## config.mk

```make
export PLATFORM = sky130hd
export DESIGN_NAME = systolic_fir_array_flat
export DESIGN_NICKNAME = d
export VERILOG_FILES = /design/src/rtl/systolic_fir_array_if.sv /design/src/rtl/systolic_fir_array.sv /design/src/flat_wrapper.sv
export SDC_FILE = /design/constraint.sdc
export NUM_CORES = 1
export LEC_CHECK = 0
export CORE_UTILIZATION = 50
export DETAILED_ROUTE_END_ITERATION = 6
export PLACE_DENSITY = 0.66
export SLEW_MARGIN = 10
export SYNTH_ARGS = -nofsm -noshare
export SYNTH_HDL_FRONTEND = slang
export SYNTH_SLANG_ARGS = --single-unit
export TNS_END_PERCENT = 5
```

## constraint.sdc

```tcl
create_clock -name clk -period 15.4 [get_ports clk]
set_input_delay 3.08 -clock clk [delete_from_list [all_inputs] [get_ports clk]]
set_output_delay 3.08 -clock clk [all_outputs]
set_load 0.03 [all_outputs]
```

## src/rtl/systolic_fir_array_if.sv

```systemverilog
// -----------------------------------------------------------------------------
// systolic_fir_array_if
// Bundle of the control, sample, coefficient and result signals of the
// systolic FIR filter. Clock and reset are kept outside the bundle.
//
// Signals
//   enable     global advance, 0 stalls the whole filter
//   clear      synchronous flush of sample history and result pipeline
//   valid_in   x_in carries a sample this cycle
//   x_in       input sample (unsigned, DATA_WIDTH)
//   coef_wr    write coef_data to tap h[coef_idx]
//   coef_data  coefficient value (unsigned, DATA_WIDTH)
//   coef_idx   next tap index to be written
//   coef_done  one-cycle pulse after the last tap has been written
//   valid_out  y_out holds a new result this cycle
//   y_out      filter result (ACC_WIDTH)
//
// Modports
//   master  drives the inputs of the filter (stimulus side)
//   slave   the filter itself
// -----------------------------------------------------------------------------
interface systolic_fir_array_if #(
  parameter int DATA_WIDTH = 8,
  parameter int TAPS       = 4,
  parameter int ACC_WIDTH  = 2 * DATA_WIDTH + $clog2(TAPS)
) ();

  logic                     enable;
  logic                     clear;
  logic                     valid_in;
  logic [DATA_WIDTH-1:0]    x_in;
  logic                     coef_wr;
  logic [DATA_WIDTH-1:0]    coef_data;
  logic [$clog2(TAPS)-1:0]  coef_idx;
  logic                     coef_done;
  logic                     valid_out;
  logic [ACC_WIDTH-1:0]     y_out;

  modport master (
    output enable, clear, valid_in, x_in, coef_wr, coef_data,
    input  coef_idx, coef_done, valid_out, y_out
  );

  modport slave (
    input  enable, clear, valid_in, x_in, coef_wr, coef_data,
    output coef_idx, coef_done, valid_out, y_out
  );

endinterface

```

## src/rtl/systolic_fir_array.sv

```systemverilog
// -----------------------------------------------------------------------------
// systolic_fir_array
// Unsigned FIR filter y[n] = sum_k h[k] * x[n-k], n counting accepted samples.
//
// Architecture
//   On the acceptance edge every tap product is formed from the new sample,
//   the sample history and the coefficients valid at that moment, so later
//   coefficient writes never disturb results already in flight. The products
//   then march through a systolic adder chain: stage s adds one more product
//   to the running sum and hands the remaining products on, shifted by one.
//   After TAPS-1 adder stages an output register presents the result, giving
//   a latency of TAPS+1 enabled cycles from acceptance to valid_out.
//
// Ports
//   clk    clock, all state changes on the rising edge
//   reset  asynchronous, active-high reset
//   bus    systolic_fir_array_if.slave (enable, clear, valid_in, x_in,
//          coef_wr, coef_data, coef_idx, coef_done, valid_out, y_out)
//
// Build option
//   FIR_SAT_OUT_EN  when defined, y_out is clamped to 2^DATA_WIDTH-1.
//                   Latency and valid timing are identical either way.
// -----------------------------------------------------------------------------
module systolic_fir_array #(
  parameter int DATA_WIDTH = 8,
  parameter int TAPS       = 4,
  parameter int ACC_WIDTH  = 2 * DATA_WIDTH + $clog2(TAPS)
) (
  input logic                 clk,
  input logic                 reset,
  systolic_fir_array_if.slave bus
);

  localparam int              IDX_W    = $clog2(TAPS);
  // number of tap products that still have to be added after stage 0
  localparam int              NPS      = TAPS - 1;
  localparam logic [IDX_W-1:0] LAST_IDX = IDX_W'(TAPS - 1);

  // Unsigned product evaluated at the full result width.
  function automatic logic [ACC_WIDTH-1:0] mul_u(
    input logic [DATA_WIDTH-1:0] a,
    input logic [DATA_WIDTH-1:0] b
  );
    return ACC_WIDTH'(a) * ACC_WIDTH'(b);
  endfunction

`ifdef FIR_SAT_OUT_EN
  localparam logic [ACC_WIDTH-1:0] SAT_MAX = ACC_WIDTH'({DATA_WIDTH{1'b1}});

  // Clamp the full-precision sum to the sample range.
  function automatic logic [ACC_WIDTH-1:0] shape_out(input logic [ACC_WIDTH-1:0] v);
    logic [ACC_WIDTH-1:0] r;
    if (v > SAT_MAX) begin
      r = SAT_MAX;
    end else begin
      r = v;
    end
    return r;
  endfunction
`else
  // Full-precision sum passes through unchanged.
  function automatic logic [ACC_WIDTH-1:0] shape_out(input logic [ACC_WIDTH-1:0] v);
    return v;
  endfunction
`endif

  // coefficient bank and write pointer
  logic [DATA_WIDTH-1:0] h_q    [TAPS];
  logic [DATA_WIDTH-1:0] h_d    [TAPS];
  logic [IDX_W-1:0]      idx_q, idx_d;
  logic                  done_q, done_d;

  // hist_q[j] holds x[n-1-j]; the newest sample comes straight from x_in
  logic [DATA_WIDTH-1:0] hist_q [NPS];
  logic [DATA_WIDTH-1:0] hist_d [NPS];

  // systolic pipeline: running sums, pending products, valid flags
  logic [ACC_WIDTH-1:0]  acc_q  [TAPS];
  logic [ACC_WIDTH-1:0]  acc_d  [TAPS];
  logic [ACC_WIDTH-1:0]  ps_q   [NPS][NPS];
  logic [ACC_WIDTH-1:0]  ps_d   [NPS][NPS];
  logic [TAPS-1:0]       vld_q, vld_d;

  // output registers
  logic                  vout_q, vout_d;
  logic [ACC_WIDTH-1:0]  y_q, y_d;

  logic                  accept_s;
  logic                  flush_s;

  // clear wins over valid_in; nothing happens without enable
  assign accept_s = bus.enable & bus.valid_in & ~bus.clear;
  assign flush_s  = bus.enable & bus.clear;

  // Coefficient write pointer, bank update and last-tap pulse.
  always_comb begin
    h_d    = h_q;
    idx_d  = idx_q;
    done_d = 1'b0;
    if (bus.enable && bus.coef_wr) begin
      h_d[idx_q] = bus.coef_data;
      if (idx_q == LAST_IDX) begin
        idx_d  = {IDX_W{1'b0}};
        done_d = 1'b1;
      end else begin
        idx_d  = idx_q + IDX_W'(1);
        done_d = 1'b0;
      end
    end else begin
      done_d = 1'b0;
    end
  end

  // Sample history: shifts only on acceptance, zeroed by clear.
  always_comb begin
    hist_d = hist_q;
    if (flush_s) begin
      for (int j = 0; j < NPS; j++) begin
        hist_d[j] = {DATA_WIDTH{1'b0}};
      end
    end else if (accept_s) begin
      hist_d[0] = bus.x_in;
      for (int j = 1; j < NPS; j++) begin
        hist_d[j] = hist_q[j-1];
      end
    end else begin
      hist_d = hist_q;
    end
  end

  // Product capture and systolic accumulation, frozen while enable is low.
  always_comb begin
    acc_d = acc_q;
    ps_d  = ps_q;
    vld_d = vld_q;
    if (bus.enable) begin
      // stage 0: all products use the coefficients in force before this edge
      vld_d[0] = accept_s;
      acc_d[0] = mul_u(h_q[0], bus.x_in);
      for (int j = 0; j < NPS; j++) begin
        ps_d[0][j] = mul_u(h_q[j+1], hist_q[j]);
      end
      // stages 1..TAPS-1: add the head product, pass the rest down one slot
      for (int s = 1; s < TAPS; s++) begin
        vld_d[s] = flush_s ? 1'b0 : vld_q[s-1];
        acc_d[s] = acc_q[s-1] + ps_q[s-1][0];
      end
      for (int s = 1; s < NPS; s++) begin
        for (int j = 0; j < NPS - 1; j++) begin
          ps_d[s][j] = ps_q[s-1][j+1];
        end
        ps_d[s][NPS-1] = {ACC_WIDTH{1'b0}};
      end
    end else begin
      vld_d = vld_q;
    end
  end

  // Output stage: a stall or clear blanks valid_out, y_out only moves on a result.
  always_comb begin
    vout_d = 1'b0;
    y_d    = y_q;
    if (bus.enable && !bus.clear && vld_q[TAPS-1]) begin
      vout_d = 1'b1;
      y_d    = shape_out(acc_q[TAPS-1]);
    end else begin
      vout_d = 1'b0;
      y_d    = y_q;
    end
  end

  // State registers with asynchronous reset.
  always_ff @(posedge clk or posedge reset) begin
    if (reset) begin
      for (int k = 0; k < TAPS; k++) begin
        h_q[k]   <= {DATA_WIDTH{1'b0}};
        acc_q[k] <= {ACC_WIDTH{1'b0}};
      end
      for (int j = 0; j < NPS; j++) begin
        hist_q[j] <= {DATA_WIDTH{1'b0}};
        for (int i = 0; i < NPS; i++) begin
          ps_q[j][i] <= {ACC_WIDTH{1'b0}};
        end
      end
      idx_q  <= {IDX_W{1'b0}};
      done_q <= 1'b0;
      vld_q  <= {TAPS{1'b0}};
      vout_q <= 1'b0;
      y_q    <= {ACC_WIDTH{1'b0}};
    end else begin
      h_q    <= h_d;
      acc_q  <= acc_d;
      hist_q <= hist_d;
      ps_q   <= ps_d;
      idx_q  <= idx_d;
      done_q <= done_d;
      vld_q  <= vld_d;
      vout_q <= vout_d;
      y_q    <= y_d;
    end
  end

  assign bus.coef_idx  = idx_q;
  assign bus.coef_done = done_q;
  assign bus.valid_out = vout_q;
  assign bus.y_out     = y_q;

endmodule

```

## src/flat_wrapper.sv

```systemverilog
// flat-port wrapper written by rule: the top's interface ports become plain ports
module systolic_fir_array_flat 
#(
  parameter int DATA_WIDTH = 8,
  parameter int TAPS       = 4,
  parameter int ACC_WIDTH  = 2 * DATA_WIDTH + $clog2(TAPS)
)
  (clk, reset, bus_enable, bus_clear, bus_valid_in, bus_x_in, bus_coef_wr, bus_coef_data, bus_coef_idx, bus_coef_done, bus_valid_out, bus_y_out);
  systolic_fir_array_if #(.DATA_WIDTH(DATA_WIDTH), .TAPS(TAPS), .ACC_WIDTH(ACC_WIDTH)) bus_i ();
  input logic clk;
  input logic reset;
  input wire logic [$bits(bus_i.enable)-1:0] bus_enable;
  input wire logic [$bits(bus_i.clear)-1:0] bus_clear;
  input wire logic [$bits(bus_i.valid_in)-1:0] bus_valid_in;
  input wire logic [$bits(bus_i.x_in)-1:0] bus_x_in;
  input wire logic [$bits(bus_i.coef_wr)-1:0] bus_coef_wr;
  input wire logic [$bits(bus_i.coef_data)-1:0] bus_coef_data;
  output wire logic [$bits(bus_i.coef_idx)-1:0] bus_coef_idx;
  output wire logic [$bits(bus_i.coef_done)-1:0] bus_coef_done;
  output wire logic [$bits(bus_i.valid_out)-1:0] bus_valid_out;
  output wire logic [$bits(bus_i.y_out)-1:0] bus_y_out;
  assign bus_i.enable = bus_enable;
  assign bus_i.clear = bus_clear;
  assign bus_i.valid_in = bus_valid_in;
  assign bus_i.x_in = bus_x_in;
  assign bus_i.coef_wr = bus_coef_wr;
  assign bus_i.coef_data = bus_coef_data;
  assign bus_coef_idx = bus_i.coef_idx;
  assign bus_coef_done = bus_i.coef_done;
  assign bus_valid_out = bus_i.valid_out;
  assign bus_y_out = bus_i.y_out;
  systolic_fir_array #(.DATA_WIDTH(DATA_WIDTH), .TAPS(TAPS), .ACC_WIDTH(ACC_WIDTH)) u_core (.clk(clk), .reset(reset), .bus(bus_i));
endmodule
```

## After elaboration in Yosys (flattened, before gate mapping)

Index checks and enable logic that the tools add are counted.

- Add/sub/neg operators: 4
- Multipliers: 4
- $lt $le $gt $ge: 2
- Equal/unequal tests: 1
- Muxes and demuxes: 12
- Bitwise logic cells: 5
- Reduce and logical (&&, ||, !) cells: 6

Operator list:

| cell | count |
|---|---|
| multiplier 8 x 8 -> 16 bit | 4 |
| 2-to-1 mux 24 bit | 2 |
| adder 18 x 16 -> 18 bit | 2 |
| bitwise mux 32 bit | 1 |
| adder 16 x 16 -> 17 bit | 1 |
| demux 8 bit (select 2 bit) | 1 |
| 2-to-1 mux 8 bit | 1 |
| 2-to-1 mux 1 bit | 6 |
| logical AND 1 bit | 4 |
| AND 1 bit | 3 |
| >= comparator 3 bit (second input constant) | 1 |
| less-than comparator 3 x 1 -> 1 bit (second input constant) | 1 |
| NOT 2 -> 3 bit | 1 |
| adder 2 x 1 -> 2 bit (second input constant) | 1 |
| == test 2 bit (second input constant) | 1 |
| 2-to-1 mux 2 bit | 1 |
| nonzero test 2 bit | 1 |
| zero test 1 bit | 1 |
| NOT 1 bit | 1 |

- Register bits after elaboration: 248
- Input port bits: 22
- Output and inout bits: 22
- Logic and storage cells: 56

## Longest topological paths before layout

- Depth in word-level cells: 6
- Mapped depth: 17
- Gate-level depth less buffers: 16

## Least setup slack after synthesis

No wires, ideal clock.

- Path kind: in2reg
- Start: input port bus_x_in[2]
- End: register u_core.acc_q[67] (netlist name)
- Setup time: 125 ps
- Arrival time: 6584 ps
- Required time: 15275 ps
- Slack: 8692 ps
- Stages: 14
- Path buffers: 0
- Path through: and2_1 -> fa_1 -> fa_1 -> inv_1 -> fa_1 -> fa_1 -> inv_1 -> ha_1 -> o21a_1 -> o31a_1 -> o21ai_0 -> o21ai_0 -> xnor2_1 -> mux2_2

- Word-level cells in the longest chain between the ends: 1

Ends and longest elaborated chain:

| element | RTL line | source |
|---|---|---|
| start, declared | flat_wrapper.sv:15 | `input wire logic [$bits(bus_i.x_in)-1:0] bus_x_in;` |
| multiplier 8 x 8 -> 16 bit | systolic_fir_array.sv:44 | `return ACC_WIDTH'(a) * ACC_WIDTH'(b);` |
| end signal, assigned by index | systolic_fir_array.sv:177 | `acc_q[k] <= {ACC_WIDTH{1'b0}};` |
| end, declared | systolic_fir_array.sv:78 | `logic [ACC_WIDTH-1:0] acc_q [TAPS];` |

No other way between the ends.
A chain may end at the register's enable or synchronous reset.

## Worst setup path after layout

Ends and elaborated chain as after synthesis.

==> impl_metrics.ini <==
[cells_and_area]
final_cell_mix = dfrtp_1 (247), inv_1 (217), and2_1 (203), ha_1 (196), nand2_1 (159)
drive_gt1_share_pct = 11.20
final_cells = 2491
nets = 2317
syn_to_final_growth_pct = 9.710
fill_cells = 3418
num_antenna_cells = 0
final_common_cell = dfrtp_1

[setup_path]
crit_fanout = 9
rr_worst_depth = 15
reg2reg_slack_ps = 10530
reg2reg_to = u_core.ps_q[156]$_DFFE_PP0P_
cp-start-kind = input pin
criticalPathCategory = input pin to flip-flop
worstPathArrival_ps = 7500
crit_required_ps = 15850
worstReg2RegStart = u_core.hist_q[23]$_DFFE_PP0P_
end_kind = flip-flop

[cts]
cts_root_buffer = clkbuf_16
post_cts_buffers = 0
cts_buffers = 28
cts.htree.levels = 1
cts_tree = built
cts_resized = 0
clk_latency_ps = 580
cts_hold_buf = 0
clock-sinks = 247
clkTransAtPathRegs_ps = 60
clk_path_buf_depth = 3

[sta]
setup_viol = 0
worst_pin_slew_ps = 1036
holdWs_ps = 463.6
fmax_mhz = 141.7
skew_ps = 17.79
finalSetupTns_ps = 0
final.period_utilization_pct = 45.82
finalHoldViolCount = 0
fin_crit_ps = 7056
rsz0062_at_grt = no
slew_headroom_pct = 30.70
slew_violations = 0

[routing]
vias_per_cell = 5.444
drt-wirelength-per-cell_um = 16.93
antenna_left = 0
wirelength_mm = 42.16
firstDrtPassIters = 5
first_iter_violations = 678
vias = 13560
drc_errors = 0

[placed_design]
numPlacedInstances = 2440
dp_hpwl_mm = 32.47
gp_congestion = 0.8432
io_buffers = 43

[flow_run]
drv_cap = 0

[worst_hold_path]
min_to = u_core.bus.y_out[10]$_DFFE_PP0P_
worstHoldStart = u_core.acc_q[10]$_DFFE_PP0P_
whs_path_depth = 2
hp-class = flip-flop to flip-flop

[floorplan]
die_h_um = 200.7
die_x_um = 200.7
ioPinCount = 44
core_um2 = 38830
start_util_pct = 50.84
row_count = 72
dieArea_um2 = 40280

[yosys]
synth_edf_count = 0
syn-cell-area_um2 = 19740
synth_cell_types = 72
syn_nets = 2288
syn_inst = 1923
synth_area_per_cell_um2 = 10.27
yosys_register_bits = 247
async_reset_ff_share_pct = 100.0
ys_seq_area_share_pct = 31.31
yosys_warnings = 0
ys.flop_type = dfrtp_1

[power_and_ir_drop]
leakage_nw = 11.00
finalPower_mw = 3.652
powerDensity_nw_per_um2 = 168.6
irDropWorstVdd_v = 0.0001525

[global_route]
grt_pass1_vias = 14340
antenna_found_initial = 0
grtUsageTotal_pct = 21.97
grt_max_degree = 131
grt_pass1_wl_mm = 71.87
grt_overflow_total = 0

[status]
status = complete, no violations
[where the power goes]
part	switching (mW)	internal [mW]	leakage [nW]
clock	0.282	0.401	0.470
combinational	1.00	0.901	7.35
sequential	0.220	0.846	3.18
total	1.50	2.15	11.0
[synthesized netlist by cell type, drive strengths merged, types with 9 or more instances]
cell type  count  area share [%]
nor2          69             1.3
nor2b         11            0.39
a22o          24             1.1
o2bb2ai        9            0.40
o21ai         55             1.4
a31oi         12            0.41
mux2         142             8.1
o21bai         9            0.36
clkbuf        44            0.89
xor2          20            0.89
a211oi        18            0.68
xnor2         44             2.0
o211ai        11            0.42
nor3          19            0.48
nand2        159             3.0
nand4          9            0.29
inv          219             4.2
nand3         27            0.68
fa           147              15
a21o          30             1.1
o21a          22            0.84
ha           196              12
and2         203             6.4
dfrtp        247              31
a21oi         78             2.0
[per-layer routing]
metal | track usage [%] | wire length [µm] | vias to the layer above
met2 | 39.40 | 20900 | 159
met4 | 5.398 | 1058 | 0
met1 | 28.12 | 19100 | 6792
met5 | 0 | 0 | -
met3 | 2.695 | 1101 | 64
li1 | - | - | 6545
[registers in the layout (all words and copies together) (netlist names)]
name                  count
u_core.vld_q              4
u_core.h_q               32
u_core.ps_q              96
u_core.hist_q            24
u_core.bus.coef_idx       2
u_core.bus.coef_done      1
u_core.bus.valid_out      1
u_core.bus.y_out         18
u_core.acc_q             69
[area by class of cell]
class / instances / area (µm²) / share of cell area, %
Inverter: 220 / 833.3 / 3.847
Sequential cell: 247 / 6181 / 28.54
Clock buffer: 40 / 845.8 / 3.905
Multi-Input combinational cell: 1404 / 12540 / 57.89
Clock inverter: 11 / 120.1 / 0.5546
Timing Repair Buffer: 51 / 491.7 / 2.270
Tap cell: 518 / 648.1 / 2.992
[logic make-up (layout without fill, tap and decap cells)]
kind of cell	count (synthesis)	in the layout	synth area share (%)
AND/OR/NAND/NOR	533	533	13.88
adder cells (fa/ha/maj)	343	343	27.33
AO/OA/AOI/OAI	320	320	11.15
buffers and inverters	272	322	5.267
flip-flops	247	247	31.31
multiplexers	144	144	8.220
XOR/XNOR	64	64	2.839
[worst max-delay path by stage]
stage	end	depth (start not counted)	slack, ps	from
2_1_floorplan	u_core.acc_q[0]$_DFFE_PP0P_	1	5530	reset
3_3_place_gp	u_core.acc_q[67]$_DFFE_PP0P_	16	7740	bus_x_in[2]
3_5_place_dp	u_core.acc_q[67]$_DFFE_PP0P_	16	7720	bus_x_in[2]
4_1_cts	u_core.acc_q[67]$_DFFE_PP0P_	16	8310	bus_x_in[2]
5_1_grt	u_core.acc_q[67]$_DFFE_PP0P_	16	8130	bus_x_in[2]
6_report	u_core.acc_q[67]$_DFFE_PP0P_	16	8340	bus_x_in[2]
[critical path, stage by stage]
cell,delay [ps]
clkdlybuf4s50_1,640
nand2_1,130
fa_1,520
fa_1,540
inv_1,50
fa_1,470
inv_1,50
fa_1,470
inv_1,40
ha_1,310
o21a_1,120
o31a_1,120
o21ai_0,370
o21ai_0,180
xnor2_1,140
mux2_2,260
[stage by stage]
| step | worst slack, ps | utilization (%) | area, µm² |
|---|---|---|---|
| finish | 8344 | 55.78 | 21660 |
| CTS | 8306 | 55.78 | 21660 |
| global placement | 7741 | 53.29 | 20690 |
| global route | 8126 | 55.78 | 21660 |
| detailed placement | 7723 | 53.29 | 20690 |
| floorplan | 5533 | - | 19740 |
Note: power is estimated with default switching activity, not from simulation.
